`src/rtl/uart_tx_fifo.sv`:
```
// UART transmitter with a small TX FIFO and a configurable frame:
// 5..9 data bits, LSB/MSB first, none/even/odd parity, 1 or 2 stop bits.
module uart_tx_fifo #(
   parameter int    DATA_BITS  = 8,
   parameter string FIRST_BIT  = "lsb",
   parameter string PARITY     = "none",
   parameter int    STOP_BITS  = 1,
   parameter int    CLK_FREQ   = 18_750_000,
   parameter int    BAUDRATE   = 115200,
   parameter int    FIFO_DEPTH = 4
) (
   input  logic                          clk,
   input  logic                          reset,
   input  logic                          tx_valid,
   output logic                          tx_ready,
   input  logic [DATA_BITS-1:0]          tx_data,
   output logic                          tx,
   output logic                          busy,
   output logic                          bit_strobe,
   output logic [$clog2(FIFO_DEPTH):0]   fifo_level
);

   localparam int DIV       = CLK_FREQ / BAUDRATE;
   localparam int CW        = (DIV > 1) ? $clog2(DIV) : 1;
   localparam int AW        = $clog2(FIFO_DEPTH);
   localparam int LW        = AW + 1;
   localparam bit MSB_FIRST = (FIRST_BIT == "msb");
   localparam bit ODD_PAR   = (PARITY == "odd");
   localparam bit HAS_PAR   = (PARITY == "even") || (PARITY == "odd");

   typedef enum logic [2:0] {
      S_RESET, S_IDLE, S_START, S_DATA, S_PARITY, S_STOP
   } state_t;

   state_t               state, state_nxt;
   logic [CW-1:0]        cnt, cnt_nxt;
   logic [3:0]           idx, idx_nxt;
   logic [DATA_BITS-1:0] shreg, shreg_nxt;
   logic                 par_bit, par_nxt;
   logic                 tx_nxt, busy_nxt, strobe_nxt;
   logic                 bit_end, load_frame, send_data;

   // ---------------- FIFO ----------------
   logic [DATA_BITS-1:0] mem [FIFO_DEPTH];
   logic [AW-1:0]        wr_ptr, rd_ptr;
   logic [DATA_BITS-1:0] head;
   logic                 push, pop, full, empty;

   assign full     = (fifo_level == LW'(FIFO_DEPTH));
   assign empty    = (fifo_level == '0);
   assign tx_ready = (state != S_RESET) && !full;
   assign push     = tx_valid && tx_ready;
   assign head     = mem[rd_ptr];

   // Storage needs no reset: contents are only visible through the pointers.
   always_ff @(posedge clk) begin
      if (push) mem[wr_ptr] <= tx_data;
   end

   always_ff @(posedge clk or posedge reset) begin
      if (reset) begin
         wr_ptr     <= '0;
         rd_ptr     <= '0;
         fifo_level <= '0;
      end else begin
         if (push) wr_ptr <= wr_ptr + 1'b1;
         if (pop)  rd_ptr <= rd_ptr + 1'b1;
         case ({push, pop})
            2'b10:   fifo_level <= fifo_level + 1'b1;
            2'b01:   fifo_level <= fifo_level - 1'b1;
            default: fifo_level <= fifo_level;
         endcase
      end
   end

   // ---------------- frame sequencer ----------------
   assign bit_end = (cnt == CW'(DIV - 1));

   always_ff @(posedge clk or posedge reset) begin
      if (reset) begin
         state      <= S_RESET;
         cnt        <= '0;
         idx        <= '0;
         shreg      <= '0;
         par_bit    <= 1'b0;
         tx         <= 1'b1;
         busy       <= 1'b0;
         bit_strobe <= 1'b0;
      end else begin
         state      <= state_nxt;
         cnt        <= cnt_nxt;
         idx        <= idx_nxt;
         shreg      <= shreg_nxt;
         par_bit    <= par_nxt;
         tx         <= tx_nxt;
         busy       <= busy_nxt;
         bit_strobe <= strobe_nxt;
      end
   end

   always_comb begin
      state_nxt  = state;
      idx_nxt    = idx;
      shreg_nxt  = shreg;
      par_nxt    = par_bit;
      tx_nxt     = tx;
      busy_nxt   = busy;
      strobe_nxt = 1'b0;
      load_frame = 1'b0;
      send_data  = 1'b0;
      pop        = 1'b0;

      // Baud counter restarts at every bit boundary and rests at zero when idle.
      if (state == S_RESET || state == S_IDLE || bit_end) cnt_nxt = '0;
      else                                                 cnt_nxt = cnt + 1'b1;

      case (state)
         S_RESET: state_nxt = S_IDLE;
         S_IDLE:  if (!empty) load_frame = 1'b1;
         S_START: begin
            if (bit_end) begin
               state_nxt = S_DATA;
               idx_nxt   = '0;
               send_data = 1'b1;
            end
         end
         S_DATA: begin
            if (bit_end) begin
               if (idx == 4'(DATA_BITS - 1)) begin
                  idx_nxt    = '0;
                  strobe_nxt = 1'b1;
                  if (HAS_PAR) begin
                     state_nxt = S_PARITY;
                     tx_nxt    = par_bit;
                  end else begin
                     state_nxt = S_STOP;
                     tx_nxt    = 1'b1;
                  end
               end else begin
                  idx_nxt   = idx + 1'b1;
                  send_data = 1'b1;
               end
            end
         end
         S_PARITY: begin
            if (bit_end) begin
               state_nxt  = S_STOP;
               idx_nxt    = '0;
               tx_nxt     = 1'b1;
               strobe_nxt = 1'b1;
            end
         end
         S_STOP: begin
            if (bit_end) begin
               if (idx == 4'(STOP_BITS - 1)) begin
                  if (!empty) begin
                     load_frame = 1'b1;
                  end else begin
                     state_nxt = S_IDLE;
                     tx_nxt    = 1'b1;
                     busy_nxt  = 1'b0;
                  end
               end else begin
                  idx_nxt    = idx + 1'b1;
                  tx_nxt     = 1'b1;
                  strobe_nxt = 1'b1;
               end
            end
         end
         default: state_nxt = S_RESET;
      endcase

      // Pop straight into the start bit so queued frames abut with no idle gap.
      if (load_frame) begin
         pop        = 1'b1;
         state_nxt  = S_START;
         shreg_nxt  = head;
         par_nxt    = ODD_PAR ? ~^head : ^head;
         tx_nxt     = 1'b0;
         strobe_nxt = 1'b1;
         busy_nxt   = 1'b1;
      end

      if (send_data) begin
         strobe_nxt = 1'b1;
         if (MSB_FIRST) begin
            tx_nxt    = shreg[DATA_BITS-1];
            shreg_nxt = shreg << 1;
         end else begin
            tx_nxt    = shreg[0];
            shreg_nxt = shreg >> 1;
         end
      end
   end

endmodule

```
`config.mk`:
```
export PLATFORM = sky130hd
export DESIGN_NAME = uart_tx_fifo
export DESIGN_NICKNAME = d
export VERILOG_FILES = /design/src/rtl/uart_tx_fifo.sv
export SDC_FILE = /design/constraint.sdc
export NUM_CORES = 1
export LEC_CHECK = 0
export CORE_MARGIN = 2
export CORE_UTILIZATION = 59
export CTS_CLUSTER_DIAMETER = 40
export DETAILED_ROUTE_END_ITERATION = 16
export PLACE_DENSITY = 0.79
export SLEW_MARGIN = 20
export SYNTH_ARGS = -nofsm -noshare
export SYNTH_HDL_FRONTEND = slang
export SYNTH_SLANG_ARGS = --single-unit
```
`constraint.sdc`:
```
create_clock -name clk -period 3.5 [get_ports clk]
set_input_delay 0.525 -clock clk [delete_from_list [all_inputs] [get_ports clk]]
set_output_delay 0.525 -clock clk [all_outputs]
set_load 0.005 [all_outputs]
```
# After elaboration in Yosys (flattened, before gate mapping)
# Memories as Yosys holds them, arrays and structs flattened.
# Index checks and enable logic that the tools add are counted.
# word_totals
elab_cells	117
output_inout_bits	7
inputBits	11
n_memories	1
ramBits	32
reg_bits	33
# mem_list
name	depth	word_bits	read_ports	rd_ports_with_merged_regs	write_ports	line_no	text
mem	4	8	1	0	1	44	logic [DATA_BITS-1:0] mem [FIFO_DEPTH];
# op_classes
reduce_logical	22
mux	51
eq_ne	27
n_addsub	6
# op_table
cell	count
1-bit 2-to-1 mux	28
3-bit 2-to-1 mux	8
8-bit 2-to-1 mux	3
3-bit != test, second input constant	7
4-bit 2-to-1 mux	5
3-bit case mux with 6 select lines	1
4-bit != test, second input constant	4
4-bit case mux with 3 select lines	1
2-bit nonzero test	6
3-bit equality test, second input constant	3
8-bit by 1-bit adder with 8-bit output, second input constant	1
8-bit equality test, second input constant	1
2-bit != test, second input constant	4
8-bit AND reduction	1
3-bit by 2-bit equality test with 1-bit output, second input constant	2
3-bit zero test	2
1-bit case mux with 3 select lines	2
3-bit case mux with 2 select lines	1
6-bit AND reduction	1
3-bit nonzero test	2
5-bit != test, second input constant	1
5-bit AND reduction	1
5-bit nonzero test	1
2-bit by 1-bit adder with 2-bit output, second input constant	2
15 further kinds	18

# Longest topological paths before layout
# logic_depth
depth_word	8
mapped_depth	12
ltp_nobuf	12

# Worst setup path after synthesis
# Ideal clock, no wire load.
# synth_path
path_kind	reg-to-reg
from	register idx[0]
to	register fifo_level[2]
path_stages_with_launch	13
n_path_buf	0
period_less_slack_ns	2.723
setup_ns	0.079
path_slack_ns	0.777
t_required_ns	3.421
arrival_ns	2.644
path_cell_list	dfrtp_1 > inv_1 > ha_1 > or3b_4 > a2111oi_4 > nand2_4 > clkinv_8 > ha_1 > inv_1 > fa_1 > xor2_1 > nor2_1 > xor2_1
# synth_between
elab_chain_cells	7
elab_cells_between_ends	9
classes_between	eq/ne (2); mux (5); reduce/logical (2)
# synth_lines
element	line_no	text
start, declared	37	logic [3:0] idx, idx_nxt;
start signal, assigned	92	idx <= idx_nxt;
4-bit zero test *	155	if (idx == 4'(STOP_BITS - 1)) begin
1-bit 2-to-1 mux *	155	
1-bit 2-to-1 mux *	154	if (bit_end) begin
1-bit case mux with 2 select lines *	117	case (state)
1-bit 2-to-1 mux *	174	if (load_frame) begin
2-bit by 1-bit equality test with 1-bit output / 2-bit equality test (equally long branches)	68	case ({push, pop})
3-bit case mux with 2 select lines / 2-bit nonzero test (equally long branches)	--	
end signal, assigned	69	2'b10: fifo_level <= fifo_level + 1'b1;
end signal, assigned	70	2'b01: fifo_level <= fifo_level - 1'b1;
end signal, assigned	71	default: fifo_level <= fifo_level;
end, declared	20	output logic [$clog2(FIFO_DEPTH):0] fifo_level
# Every way passes the cells marked *; elsewhere a longest branch is shown, timed or not.
# A chain may end at the register's enable or synchronous reset.

# Worst setup path after layout
# Same ends and word-level chain as after synthesis.

==> impl_metrics.ini <==
[route]
initialDrtViolationCount = 95
dr.pass1.iters = 4
dr_wl_met2_um = 2520
vias = 1864
antenna_left = 0
drt-met1-wl_um = 2370
dr.max_layer_used = met4
wl_per_cell_um = 15.9
drcViolationCount = 0
routed_via_density = 5.72
wl_met3_um = 192
routed_wl_um = 5180

[worst_setup_path]
cp_cell_sequence = inv_1 > ha_1 > or3b_4 > a2111oi_4 > nand2_4 > clkinv_8 > ha_1 > inv_1 > fa_1 > xor2_1 > nor2_1 > xor2_1
slowest_delay_ns = 0.51
cp_data_arrival_time_ns = 3.24
worst_setup_path_end_kind = flop
ff2ff_setup_slack_ns = 0.53
worstPathBufferInverterCount = 3
start_kind = flop
crit_type = reg -> reg
critPathTopFamily = simple AND/OR/NAND/NOR gates
critPathSlowestCell = a2111oi_4
required_ns = 3.77
crit_path_max_fanout = 9

[grt]
grt_overflow_total = 0
grt_usage = 0.203
first_global_vias = 1870
antenna_found_initial = 0
grt_pass1_wl_um = 8910
grt_max_degree = 34

[timing]
finalMaxSlewViolations = 0
fin_skew_ns = 0.0117
tightest_slew_ns = 0.669
worst_slack_ns = 0.533
slew_headroom = 0.553
whs_ns = 0.517
rsz0062_at_grt = false
timing.fmax_mhz = 337
period_share = 0.848
hold_viol = 0
period_needed_ns = 2.97
setup-violations-final = 0
setup_tns_ns = 0

[power_and_ir_drop]
power.leakage_nw = 1.36
p_sw_w = 0.000973
ir_drop_uv = 436
p_clk_frac = 0.213
p_per_area_nw_per_um2 = 790
switching_share = 0.354
p_comb_frac = 0.319
finalPower_w = 0.00274
power_frac_seq = 0.468
intPower_w = 0.00177

[clocking]
cts_htree_levels = 3
cts_buffer_depth = 2
cts_setup_buffers = 0
cts.sinks = 65
cts_buffers = 9
clkSlewWorstSetupHoldPaths_ns = 0.08
clock-root-buffer = clkbuf_8
ctsResizeCount = 0
cts_hold_buffers = 0
cts_tree = yes
clkLatencyLatePin_ns = 0.35

[floorplanning]
core_sq_um = 5040
dieHeight_um = 75.9
rows = 26
start_util = 0.605
dieArea_sq_um = 5760
dieWidth_um = 75.9
ios = 18

[synth]
synth_warnings = 0
yosysSeqAreaShare = 0.586
yosys-top-cells-count = 32 x dfrtp_1, 32 x edfxtp_1, 15 x nor2_1
synthesis.nets = 251
yosysUniqueCellTypes = 48
synth_edf_count = 32
yosysTopAreaCell = edfxtp_1
synthCells = 228
avgSynthCellArea_sq_um = 13.4
async_flop_share = 0.508
yosys.area.top_type_share = 0.315
synth_area_sq_um = 3050
netlist_top_cells_area = edfxtp_1 32%, dfrtp_1 26%, mux4_2 5.9%
yosys_register_bits = 65
ys.flop_type = edfxtp_1

[final_layout]
fillCellCount = 369
seqCellArea_sq_um = 1790
drive_gt1_frac = 0.141
antennaDiodeCount = 0
multiInputGateArea_sq_um = 1160
area_growth_pct = 13.9
design_area_sq_um = 3470
nNetsFinal = 274

[placed_design]
port_buffers = 17
dpl_worst_slack_ns = 0.601
place_congestion = 0.763
dpl.hpwl_um = 3620
dpl_cell_area_sq_um = 3290

[worst_hold_path]
hold_class = reg -> reg

[run_status]
status = finished clean

[flow_run]
maxCapViolCount = 0
cell usage in the layout, fill, tap and decap left out, drive strengths merged, types with 2 or more instances in the layout:
cell type      instances
a21oi                 12
a22o                   2
and2                   2
and3                   9
buf                    2
clkbuf                 9
clkdlybuf4s50         17
clkinvlp               2
dfrtp                 32
edfxtp                32
ha                    11
inv                   19
mux2                   3
mux2i                  6
mux4                   8
nand2                 10
nand3                  5
nand4b                 2
nor2                  15
nor2b                  3
nor3                   7
o211ai                 3
o21ai                  9
o31ai                  4
or4                    2
xnor2                  6
xor2                   6
flip-flops by register name (all words and copies together), names as in the netlist:
| signal | cells |
|---|---|
| mem | 32 |
| cnt | 8 |
| shreg | 8 |
| idx | 4 |
| fifo_level | 3 |
| state | 3 |
| rd_ptr | 2 |
| wr_ptr | 2 |
| bit_strobe | 1 |
| busy | 1 |
| tx | 1 |
per-stage QoR:
stage / utilization / cells
final: 0.689 / 326
after global placement: 0.653 / 310
after global routing: 0.689 / 326
after CTS: 0.689 / 326
after floorplan: - / 228
after detailed placement: 0.653 / 310
per-layer routing:
layer  GRT usage  vias to the layer above
li1            -                      891
met1       0.267                      935
met2       0.316                       29
met3      0.0667                        9
met4      0.0818                        0
met5           0                        -
area by class of cell:
cell class,count,share of cell area
clock buffer,9,0.0357
clock inverter,7,0.0169
inverter,15,0.0198
multi-input combinational,141,0.335
sequential,65,0.515
tap,70,0.0252
timing repair buffer,19,0.0533
power by group through the flow:
| stage | logic [W] | registers, W | clock network [W] |
|---|---|---|---|
| 2_1_floorplan | 0.000697 | 0.00119 | 0 |
| 3_3_place_gp | 0.000845 | 0.00129 | 0 |
| 3_5_place_dp | 0.000880 | 0.00130 | 0 |
| 4_1_cts | 0.000889 | 0.00129 | 0.000600 |
| 5_1_grt | 0.000982 | 0.00133 | 0.000627 |
| 6_report | 0.000876 | 0.00128 | 0.000585 |
path summary, 6_finish.rpt:
path                            cells past startpoint                         to               start
min in group asynchronous                           3       shreg[3]$_DFFE_PP0P_               reset
worst max-delay path                               12  fifo_level[2]$_DFFE_PP0P_  idx[0]$_DFFE_PP0P_
worst max register to register                     12  fifo_level[2]$_DFFE_PP0P_  idx[0]$_DFFE_PP0P_
worst min register to register                      1           cnt[0]$_DFF_PP0_    cnt[0]$_DFF_PP0_
worst min-delay path                                1           cnt[0]$_DFF_PP0_    cnt[0]$_DFF_PP0_
max in group asynchronous                           3             tx$_DFFE_PP1P_               reset
logic make-up (layout without fill, tap and decap cells):
logic type	count (synthesis)	count (layout)	share of synthesized area
flops	65	65	0.586
mux	17	17	0.0898
buf+inv	22	50	0.0328
xor+xnor	12	12	0.0345
compound gates	38	38	0.0935
fa+ha+maj	12	12	0.0517
simple gates	62	62	0.112
Note: power is estimated with default switching activity, not from simulation.
